$ cat src/rtl/imem_loader.sv
// Instruction-memory writer: takes a byte stream (16-bit LE word count, then LE words)
// and writes word-aligned instructions, holding the core until the load completes.
//
//  state   | meaning
//  --------+-------------------------------------------------------------
//  IDLE    | after reset, waiting for start
//  LEN_LO  | waiting for low byte of word count
//  LEN_HI  | waiting for high byte of word count, header checked here
//  DATA    | collecting 4 bytes of the current instruction word
//  WRITE   | one-cycle write strobe, word_count advances
//  DONE    | load complete, core released
//  ERROR   | illegal header, core kept in hold
module imem_loader #(
   parameter int DEPTH = 256,
   parameter int CNT_W = 9
) (
   input  logic             clk,
   input  logic             rst_n,
   input  logic             start,
   input  logic [7:0]       byte_data,
   input  logic             byte_valid,
   output logic             byte_ready,
   output logic             mem_we,
   output logic [31:0]      mem_addr,
   output logic [31:0]      mem_wdata,
   output logic             cpu_hold,
   output logic             busy,
   output logic             done,
   output logic             error,
   output logic [CNT_W-1:0] word_count
);

   typedef enum logic [2:0] {
      S_IDLE, S_LEN_LO, S_LEN_HI, S_DATA, S_WRITE, S_DONE, S_ERROR
   } state_t;

   state_t      state, state_nxt;
   logic [15:0] len;
   logic [1:0]  lane;
   logic        xfer;
   logic [15:0] len_full;
   logic [15:0] wc_inc;
   logic        len_bad;
   logic        can_start;

   assign byte_ready = (state == S_LEN_LO) || (state == S_LEN_HI) || (state == S_DATA);
   assign xfer       = byte_valid && byte_ready;
   assign len_full   = {byte_data, len[7:0]};
   assign wc_inc     = 16'(word_count) + 16'd1;
   assign len_bad    = (len_full == 16'd0) || (len_full > 16'(DEPTH));
   assign can_start  = (state == S_IDLE) || (state == S_DONE) || (state == S_ERROR);

   assign busy     = byte_ready || (state == S_WRITE);
   // ERROR keeps the core held so a partial image never runs
   assign cpu_hold = busy || (state == S_ERROR);
   assign done     = (state == S_DONE);
   assign error    = (state == S_ERROR);
   assign mem_we   = (state == S_WRITE);
   assign mem_addr = {{(30-CNT_W){1'b0}}, word_count, 2'b00};

   always_ff @(posedge clk or negedge rst_n) begin
      if (!rst_n) state <= S_IDLE;
      else        state <= state_nxt;
   end

   always_comb begin
      state_nxt = state;
      case (state)
         S_IDLE, S_DONE, S_ERROR: if (start) state_nxt = S_LEN_LO;
         S_LEN_LO: if (byte_valid) state_nxt = S_LEN_HI;
         S_LEN_HI: if (byte_valid) state_nxt = len_bad ? S_ERROR : S_DATA;
         S_DATA:   if (byte_valid && (lane == 2'd3)) state_nxt = S_WRITE;
         S_WRITE:  state_nxt = (wc_inc == len) ? S_DONE : S_DATA;
         default:  state_nxt = S_IDLE;
      endcase
   end

   always_ff @(posedge clk or negedge rst_n) begin
      if (!rst_n) begin
         len        <= '0;
         lane       <= '0;
         word_count <= '0;
         mem_wdata  <= '0;
      end else begin
         if (can_start && start) word_count <= '0;
         if (state == S_LEN_LO && xfer) len[7:0] <= byte_data;
         if (state == S_LEN_HI && xfer) begin
            len[15:8] <= byte_data;
            lane      <= 2'd0;
         end
         if (state == S_DATA && xfer) begin
            mem_wdata[{lane, 3'b000} +: 8] <= byte_data;
            lane                           <= lane + 2'd1;
         end
         if (state == S_WRITE) begin
            word_count <= wc_inc[CNT_W-1:0];
            lane       <= 2'd0;
         end
      end
   end

endmodule

$ cat config.mk
export PLATFORM = sky130hd
export DESIGN_NAME = imem_loader
export DESIGN_NICKNAME = d
export VERILOG_FILES = /design/src/rtl/imem_loader.sv
export SDC_FILE = /design/constraint.sdc
export NUM_CORES = 1
export LEC_CHECK = 0
export ABC_CLOCK_PERIOD_IN_PS = 3100
export BUFFER_PORTS_ARGS = -buffer_cell sky130_fd_sc_hd__buf_4
export CORE_MARGIN = 2
export CORE_UTILIZATION = 57
export DETAILED_ROUTE_END_ITERATION = 10
export PLACE_DENSITY_LB_ADDON = 0.08
export REMOVE_ABC_BUFFERS = 1
export SLEW_MARGIN = 5
export SYNTH_ARGS = -nofsm -noshare
export SYNTH_HDL_FRONTEND = slang
export SYNTH_SLANG_ARGS = --single-unit
$ cat constraint.sdc
create_clock -name clk -period 3.1 [get_ports clk]
set_input_delay 0.155 -clock clk [delete_from_list [all_inputs] [get_ports clk]]
set_output_delay 0.155 -clock clk [all_outputs]
set_load 0.05 [all_outputs]
* Yosys cells after proc, flatten, opt, wreduce, memory -nomap -nowiden
Index checks and enable logic that the tools add are counted.
** Storage, ports and cells
- Logic and storage cells :: 56
- Bits of input ports :: 12
- Output and inout port bits :: 79
- Bits in registers :: 62
** Cells by class
- Reductions and logical operators :: 19
- Equal/unequal tests :: 12
- Shift-type cells :: 2
- Multiplexer cells :: 13
- Magnitude comparators :: 1
- Add/sub/neg operators :: 3
** Operators by type and width (count)
- 32-bit bitwise mux :: 1
- 8-bit by 7-bit variable shift with 32-bit output, first input constant :: 1
- 8-bit by 7-bit indexed part select with 32-bit output :: 1
- 3-bit 2-to-1 mux :: 6
- 9-bit 2-to-1 mux :: 2
- 10-bit by 16-bit equality test with 1-bit output :: 1
- 16-bit by 9-bit greater-than comparator with 1-bit output, second input constant :: 1
- 16-bit logical NOT :: 1
- 3-bit one-hot mux with 5 select lines :: 1
- 9-bit by 1-bit adder with 10-bit output, second input constant :: 1
- 3-bit equality test, second input constant :: 3
- 1-bit logical OR :: 7
- 5-bit negator with 7-bit output :: 1
- 3-bit by 2-bit equality test with 1-bit output, second input constant :: 2
- 1-bit logical AND :: 6
- 2-bit 2-to-1 mux :: 3
- 2-bit inequality test, second input constant :: 3
- 4-bit AND reduction :: 1
- 3-bit by 1-bit equality test with 1-bit output, second input constant :: 1
- 3-bit logical NOT :: 1
- 3-bit nonzero test :: 1
- 3-bit OR reduction :: 1
- 2-bit by 1-bit adder with 2-bit output, second input constant :: 1
- 2-bit equality test, second input constant :: 1
- other kinds (2) :: 2

* Longest topological paths before layout
Gate-level depths: netlist of run 1.
- Depth after elaboration :: 8
- Gate-level depth with buffers :: 7
- Gate-level depth less buffers :: 6

* Least setup slack after synthesis of run 1
Ideal clock, no wire load.
- Path kind :: register to register
- From :: register word_count[0]
- To :: register state[1]
- Library setup time :: 0.128 ns
- Slack :: 0.852 ns
- Path buffers :: 1
- Stages on the path, launching flop included :: 8
- Clock period less this slack :: 2.248 ns
- Arrival :: 2.120 ns
- Cell sequence :: dfrtp_1 -> ha_1 -> and4_4 -> buf_6 -> and4_1 -> a2111o_1 -> nor4_1 -> a21oi_1
** Between the ends
- Cells in the longest elaborated chain, start to end :: 4
** RTL lines
- start, declared :: line 30 : output logic [CNT_W-1:0] word_count
- start signal, assigned :: line 96 : word_count <= wc_inc[CNT_W-1:0];
- 9-bit by 1-bit adder with 10-bit output :: line 49 : assign wc_inc = 16'(word_count) + 16'd1;
- 10-bit by 16-bit equality test with 1-bit output :: line 73 : S_WRITE: state_nxt = (wc_inc == len) ? S_DONE : S_DATA;
- 3-bit 2-to-1 mux :: line 73
- 3-bit one-hot mux with 5 select lines :: line 68 : case (state)
- end signal, assigned :: line 63 : else state <= state_nxt;
- end, declared :: line 37 : state_t state, state_nxt;
No other way between the ends.
A chain may end at the register's enable or synchronous reset.

* Worst setup path in the final report of run 1
- From :: register state[0]
- To :: output mem_we
** Between the ends
- Cells in the longest elaborated chain, start to end :: 1
** RTL lines
- 3-bit equality test :: line 58 : assign mem_we = (state == S_WRITE);
- end, declared :: line 23 : output logic mem_we,
No other way between the ends.

==> results.md, run 1 <==
- DIE HEIGHT: 81.6 um
- Clock latency on the worst-skew pair: 0.33 ns
- Port bufs: 67
- Post-CTS sizing: 0
- CTS buffer count: 9
- Remaining DRCs: 0
- Total power: 3.44 mW
- Netlist cell types: 59
- Critical path required time: 2.94 ns
- Total wire length: 7490 um
- Starting Density: 58.3%
- Leakage power: 1.88 nW
- Hpwl dp: 5220 um
- Max-slew violations: 0
- Slew headroom: 41.3%
- Share of flip-flops with an asynchronous set or reset: 100%
- Synth top area cells: dfrtp_1, nand2_1, buf_4, mux2_2, o21ai_0
- Postcts setup bufs: 0
- Post-synth top area cell: dfrtp_1
- Iteration-0 DRC Markers: 226
- Outcome: finished clean
- Power Dens Cells: 859 nW/um^2
- Critical Path Source Type: flip-flop
- Syn Area/Cell: 9.25 sq um
- XOR/XNOR share of the synthesized area: 2.30%
- FF+latch count, synth: 62
- Dpl ws: 1.04 ns
- H-tree depth: 3
- Final WS setup: 0.911 ns
- Top_reg_cell synth: dfrtp_1
- Largest net degree at the start of global routing: 63
- Mux share of post-synthesis cell area: 5.25%
- Maxcap violations: 0
- EDFF count, synth: 0
- Yosys warnings: 0
- Die area: 6660 sq um
- HP Class: input pin to flip-flop
- Clock skew: 0.00656 ns
- Drt pass-1 iters: 4
- Vias in the first global route: 2566
- RSZ-0062 raised after global routing: no
- CTS tree: done
- Post-layout util: 68.0%
- Tmin final: 2.19 ns
- Actual slew at the worst max-slew pin: 0.873 ns
- Seq/Total Area, Yosys: 45.2%
- Share of layout cells above drive strength 1: 25.9%
- Final setup vio count: 0
- Worst vdd ir: 0.701 mV
- Cells after Synth: 371
- # rows: 28
- Critical path capture point type: primary output
- Most frequent cells in the layout: nand2_1, buf_4, dfrtp_1, o21ai_0, conb_1
- Core area: 5890 sq um
- Commonest non-fill, non-tap cell in the layout: nand2_1
- Gr ovfl total: 0
- Worst-path fanout max: 14
- Final GP Congestion: 0.869
- Vias per cell: 5.41
- Nets: 445
- P&R area growth vs syn: 16.5%
- Mapped Area: 3430 sq um
- GR Util All Layers: 23.8%
- Worst-path clk slew: 0.07 ns
- Avg WL per Cell: 14.8 um
- Post-DRT Antenna Nets: 0
- Final hold vios: 0
- Clock root buffer: clkbuf_8
- Setup TNS: 0 ns
- Initial antenna violation count: 0
- CP Data Arrival Time: 2.03 ns
- N_diodes: 0
- Largest family of logic cells by synthesized area: simple AND/OR/NAND/NOR gates
- Fillers: 509
- Crit share post-route: 70.6%
- Number of primary I/O pins: 91
- Post-synth top area share: 45.2%
- Total number of vias: 2744
- Synth Area in Compound Gates: 14.8%
- Post-Synth Adder-Cell Area: 2.48%
- Simple-gate share of the synthesized area: 19.8%
- Largest buffer count on any clock path: 2
- Global-route wire length before repair: 12100 um
- Die width: 81.6 um
- Max Fclk: 457 MHz
- Clock sinks: 62
- CP Class: flip-flop to primary output
-- synth_stat cells, drive strengths merged, types with 2 or more instances --
master	instances
and3	5
nor2	13
nor3b	4
ha	6
buf	38
nor4	9
clkbuf	9
nand4	2
o21ai	48
a21boi	2
nand3b	2
and4	3
o21bai	3
dfrtp	62
xnor2	6
nand3	6
mux2	16
o31ai	7
nor2b	2
nand2	82
nor3	5
xor2	3
o21a	2
a21oi	7
inv	8
-- kinds of logic (layout without fill, tap and decap cells) --
logic type | after synthesis | after routing
AND/OR/NAND/NOR | 138 | 138
AO/OA/AOI/OAI | 83 | 83
flip-flops | 62 | 62
buffers and inverters | 55 | 94
multiplexers | 16 | 16
XOR/XNOR | 9 | 9
adder cells (fa/ha/maj) | 7 | 7
other | 1 | 23
-- power breakdown --
part           leakage [nW]  internal, mW  switching [mW]
registers             0.820          1.01           0.216
logic                 0.970         0.549           0.994
clock network        0.0904         0.370           0.301
-- flip-flops by register name, summed over array words and instances (netlist names) --
name        flops
len            16
mem_wdata      32
lane            2
word_count      9
state           3
-- final timing paths --
kind | startpoint | to | slack, ns | depth (start not counted)
worst max-delay path | state[0] | mem_we | 0.91 | 4
worst min-delay path | byte_data[2] | mem_wdata[10] | 0.11 | 3
worst max register to register | word_count[0] | state[1] | 1.02 | 6
worst min register to register | mem_wdata[31] | mem_wdata[31] | 0.48 | 2
max in group asynchronous | rst_n | state[0] | 2.16 | 2
min in group asynchronous | rst_n | mem_wdata[31] | 0.45 | 2
-- timing repair --
item / 4_1_cts / 5_1_grt
hold endpoints to repair: 62 / 0
setup endpoints to repair: 0 / 0
hold buffers: 1 / 0
-- layout make-up --
cell class | instances | area, sq um | share of cell area (%)
multi-input combinational | 276 | 1620 | 40.4
sequential | 62 | 1550 | 38.8
timing repair buffer | 70 | 528 | 13.2
clock buffer | 12 | 135 | 3.38
tap | 75 | 93.8 | 2.35
clock inverter | 4 | 47.5 | 1.19
inverter | 8 | 30.0 | 0.750
-- critical path: stages (launching register included) --
cell,delay [ns]
dfrtp_1,0.51
nor2_2,0.21
nand2_1,0.36
inv_1,0.36
buf_4,0.26
-- metrics by stage --
| stage | area, sq um | hold WS, ns | instances |
|---|---|---|---|
| detailed placement | 3810 | 0.286 | 490 |
| global placement | 3810 | 0.285 | 490 |
| global route | 4000 | 0.105 | 507 |
| CTS | 4000 | 0.106 | 507 |
| floorplan | 3200 | -0.141 | 346 |
| finish | 4000 | 0.115 | 507 |
-- per-layer routing --
metal	GRT usage [%]	routed length, um
met5	0	0
met2	38.1	3550
met3	4.95	453
met1	32.7	3400
met4	7.67	84
No activity file was read; power rests on OpenSTA's default activity.
==> run 2, diff against run 1 <==
--- a/config.mk
+++ b/config.mk
@@ -5,10 +5,10 @@
 export SDC_FILE = /design/constraint.sdc
 export NUM_CORES = 1
 export LEC_CHECK = 0
-export ABC_CLOCK_PERIOD_IN_PS = 3100
+export ABC_CLOCK_PERIOD_IN_PS = 2100
 export BUFFER_PORTS_ARGS = -buffer_cell sky130_fd_sc_hd__buf_4
 export CORE_MARGIN = 2
-export CORE_UTILIZATION = 57
+export CORE_UTILIZATION = 53
 export DETAILED_ROUTE_END_ITERATION = 10
 export PLACE_DENSITY_LB_ADDON = 0.08
 export REMOVE_ABC_BUFFERS = 1
==> constraint.sdc (replaced) <==
create_clock -name clk -period 2.1 [get_ports clk]
set_input_delay 0.105 -clock clk [delete_from_list [all_inputs] [get_ports clk]]
set_output_delay 0.105 -clock clk [all_outputs]
set_load 0.05 [all_outputs]
==> run 2 against run 1 <==
Compared with the run above: hold slack worse by 0.054 ns; flip-flop and latch count unchanged; highest routed layer unchanged; clock-buffer cell count down 1; critical path depth up 2; critical path type is now flip-flop to flip-flop; non-clock buffer count up 11; total power up 52%; core utilization down 3.0 points; via count up 2.7%.
==> results.md, run 2 (synthesis gave the netlist of run 1 again) <==
- Nets: 456 (was 445)
- Clock latency on the worst-skew pair: 0.34 ns (was 0.33 ns)
- Die width: 84.5 um (was 81.6 um)
- Worst-path fanout max: 6 (was 14)
- CP delay by family, top: compound AO/OA/AOI/OAI gates (was buffers and inverters)
- Iteration-0 DRC Markers: 132 (was 226)
- Core area: 6310 sq um (was 5890 sq um)
- RSZ-0062 raised after global routing: no (unchanged)
- Worst-path clk slew: 0.08 ns (was 0.07 ns)
- Clock skew: 0.0157 ns (was 0.00656 ns)
- Biggest regs: mem_wdata: 32 flops, len: 16 flops, word_count: 9 flops (unchanged)
- Final hold slack: 0.0608 ns (was 0.115 ns)
- Leakage power: 1.94 nW (was 1.88 nW)
- CTS buffer count: 9 (unchanged)
- Maxcap violations: 0 (unchanged)
- Share of layout cells above drive strength 1: 28.4% (was 25.9%)
- Largest buffer count on any clock path: 2 (unchanged)
- Max Fclk: 509 MHz
- Crit path buffers/inverters: 0 (was 2)
- CP Class: flip-flop to flip-flop (was flip-flop to primary output)
- FF-to-FF setup slack: 0.13 ns (was 1.02 ns)
- Setup TNS: 0 ns (unchanged)
- Fillers: 543 (was 509)
- Starting Density: 54.4% (was 58.3%)
- H-tree depth: 3 (unchanged)
- Remaining DRCs: 0 (unchanged)
- Largest net degree at the start of global routing: 63 (unchanged)
- Final GP Congestion: 0.858 (was 0.869)
- Critical Path Source Type: flip-flop (unchanged)
- CTS tree: done (unchanged)
- DIE HEIGHT: 84.5 um (was 81.6 um)
- Hpwl dp: 5580 um (was 5220 um)
- Critical path capture point type: flip-flop (was primary output)
- Total wire length: 8030 um (was 7490 um)
- Global-route wire length before repair: 13500 um (was 12100 um)
- GR Util All Layers: 23.7% (was 23.8%)
- Avg WL per Cell: 15.5 um (was 14.8 um)
- HP Class: input pin to flip-flop (unchanged)
- Postcts setup bufs: 0 (unchanged)
- Commonest non-fill, non-tap cell in the layout: nand2_1 (unchanged)
- Port bufs: 67 (unchanged)
- CP max stage delay: 0.43 ns (was 0.51 ns)
- Post-DRT Antenna Nets: 0 (unchanged)
- Die area: 7140 sq um (was 6660 sq um)
- Slew headroom: 48.3% (was 41.3%)
- CP Data Arrival Time: 2.17 ns (was 2.03 ns)
- Number of primary I/O pins: 91 (unchanged)
- Crit path max-delay cell type: dfrtp_1 (unchanged)
- Drt pass-1 iters: 4 (unchanged)
- Initial antenna violation count: 0 (unchanged)
- Gr ovfl total: 0 (unchanged)
- Total number of vias: 2817 (was 2744)
- P&R area growth vs syn: 19.5% (was 16.5%)
- Final hold vios: 0 (unchanged)
- Most frequent cells in the layout: nand2_1, buf_4, dfrtp_1, o21ai_0, conb_1 (unchanged)
- Crit share post-route: 93.6%
- Max-slew violations: 0 (unchanged)
- Clock root buffer: clkbuf_8 (unchanged)
- Max reg flops: 32 (unchanged)
- Power Dens Cells: 1280 nW/um^2 (was 859 nW/um^2)
- Largest Register: mem_wdata (unchanged)
- CP cell instances: ha_1 -> xnor2_1 -> nand4_4 -> a311o_1 -> nor4_1 -> a21oi_1 (was nor2_2 -> nand2_1 -> inv_1 -> buf_4)
- Tmin final: 1.97 ns
- Total power: 5.23 mW (was 3.44 mW)
- # rows: 29 (was 28)
- Critical path required time: 2.31 ns (was 2.94 ns)
- Final setup vio count: 0 (unchanged)
- Vias in the first global route: 2683 (was 2566)
- Worst vdd ir: 0.685 mV (was 0.701 mV)
- Clock sinks: 62 (unchanged)
- N_diodes: 0 (unchanged)
- Actual slew at the worst max-slew pin: 0.775 ns (was 0.873 ns)
- Outcome: finished clean (unchanged)
- Vias per cell: 5.42 (was 5.41)
[run 2: changes by cell type in the layout (fill, tap and decap cells not counted)]
| cell | change |
|---|---|
| inv_1 | -1 |
| clkinvlp_4 | +1 |
| clkbuf_1 | -2 |
| clkinv_2 | -1 |
| inv_2 | +1 |
| buf_4 | +11 |
| clkinv_4 | +1 |
| clkbuf_8 | +1 |
[run 2: metrics by stage]
stage | setup WS (ns) | cells | area, sq um | util [%]
floorplan | -0.409 | 346 | 3200 | -
global placement | 0.194 | 503 | 3890 | 61.7
detailed placement | 0.148 | 503 | 3890 | 61.7
CTS | 0.103 | 520 | 4100 | 65.0
global route | 0.0422 | 520 | 4100 | 65.0
finish | 0.134 | 520 | 4100 | 65.0
[run 2: area by class of cell]
class	instances	area, sq um	share of cell area, %
multi-input cells	276	1620	39.4
flip-flops and latches	62	1550	37.8
repair buffers	81	611	14.9
clock buffers	11	141	3.45
well taps	77	96.3	2.35
clock inverters	5	58.8	1.43
inverters	8	30.0	0.732
[run 2: routing by layer]
layer  wire length (um)  GRT usage, %
met5                  0             0
met4                140          7.94
met3                414          6.19
met2               3730          36.1
met1               3750          33.0
[run 2: power breakdown]
| group | switching [mW] | total (mW) | internal (mW) |
|---|---|---|---|
| Sequential | 0.276 | 1.76 | 1.48 |
| Clock | 0.483 | 1.06 | 0.581 |
| Combinational | 1.54 | 2.41 | 0.867 |
| Total | 2.30 | 5.23 | 2.93 |
[run 2: worst paths after layout]
check / startpoint / end / depth (start not counted)
min reg2reg: mem_wdata[18] / mem_wdata[18] / 2
max reg2reg: word_count[1] / state[1] / 6
max: word_count[1] / state[1] / 6
min in group asynchronous: rst_n / mem_wdata[29] / 2
min: byte_data[5] / mem_wdata[29] / 3
max in group asynchronous: rst_n / state[1] / 2
[run 2: repair_timing]
| action | in CTS | in global routing |
|---|---|---|
| endpoints found under the hold margin | 62 | 0 |
| endpoints found under the setup margin | 0 | 1 |
| hold buffers | 1 | 0 |
| resized for setup | 0 | 1 |
[run 2: tightest hold or removal path, stage by stage]
cell and delay, ns:
buf_4 0.15, nand2_1 0.06, o21ai_1 0.05
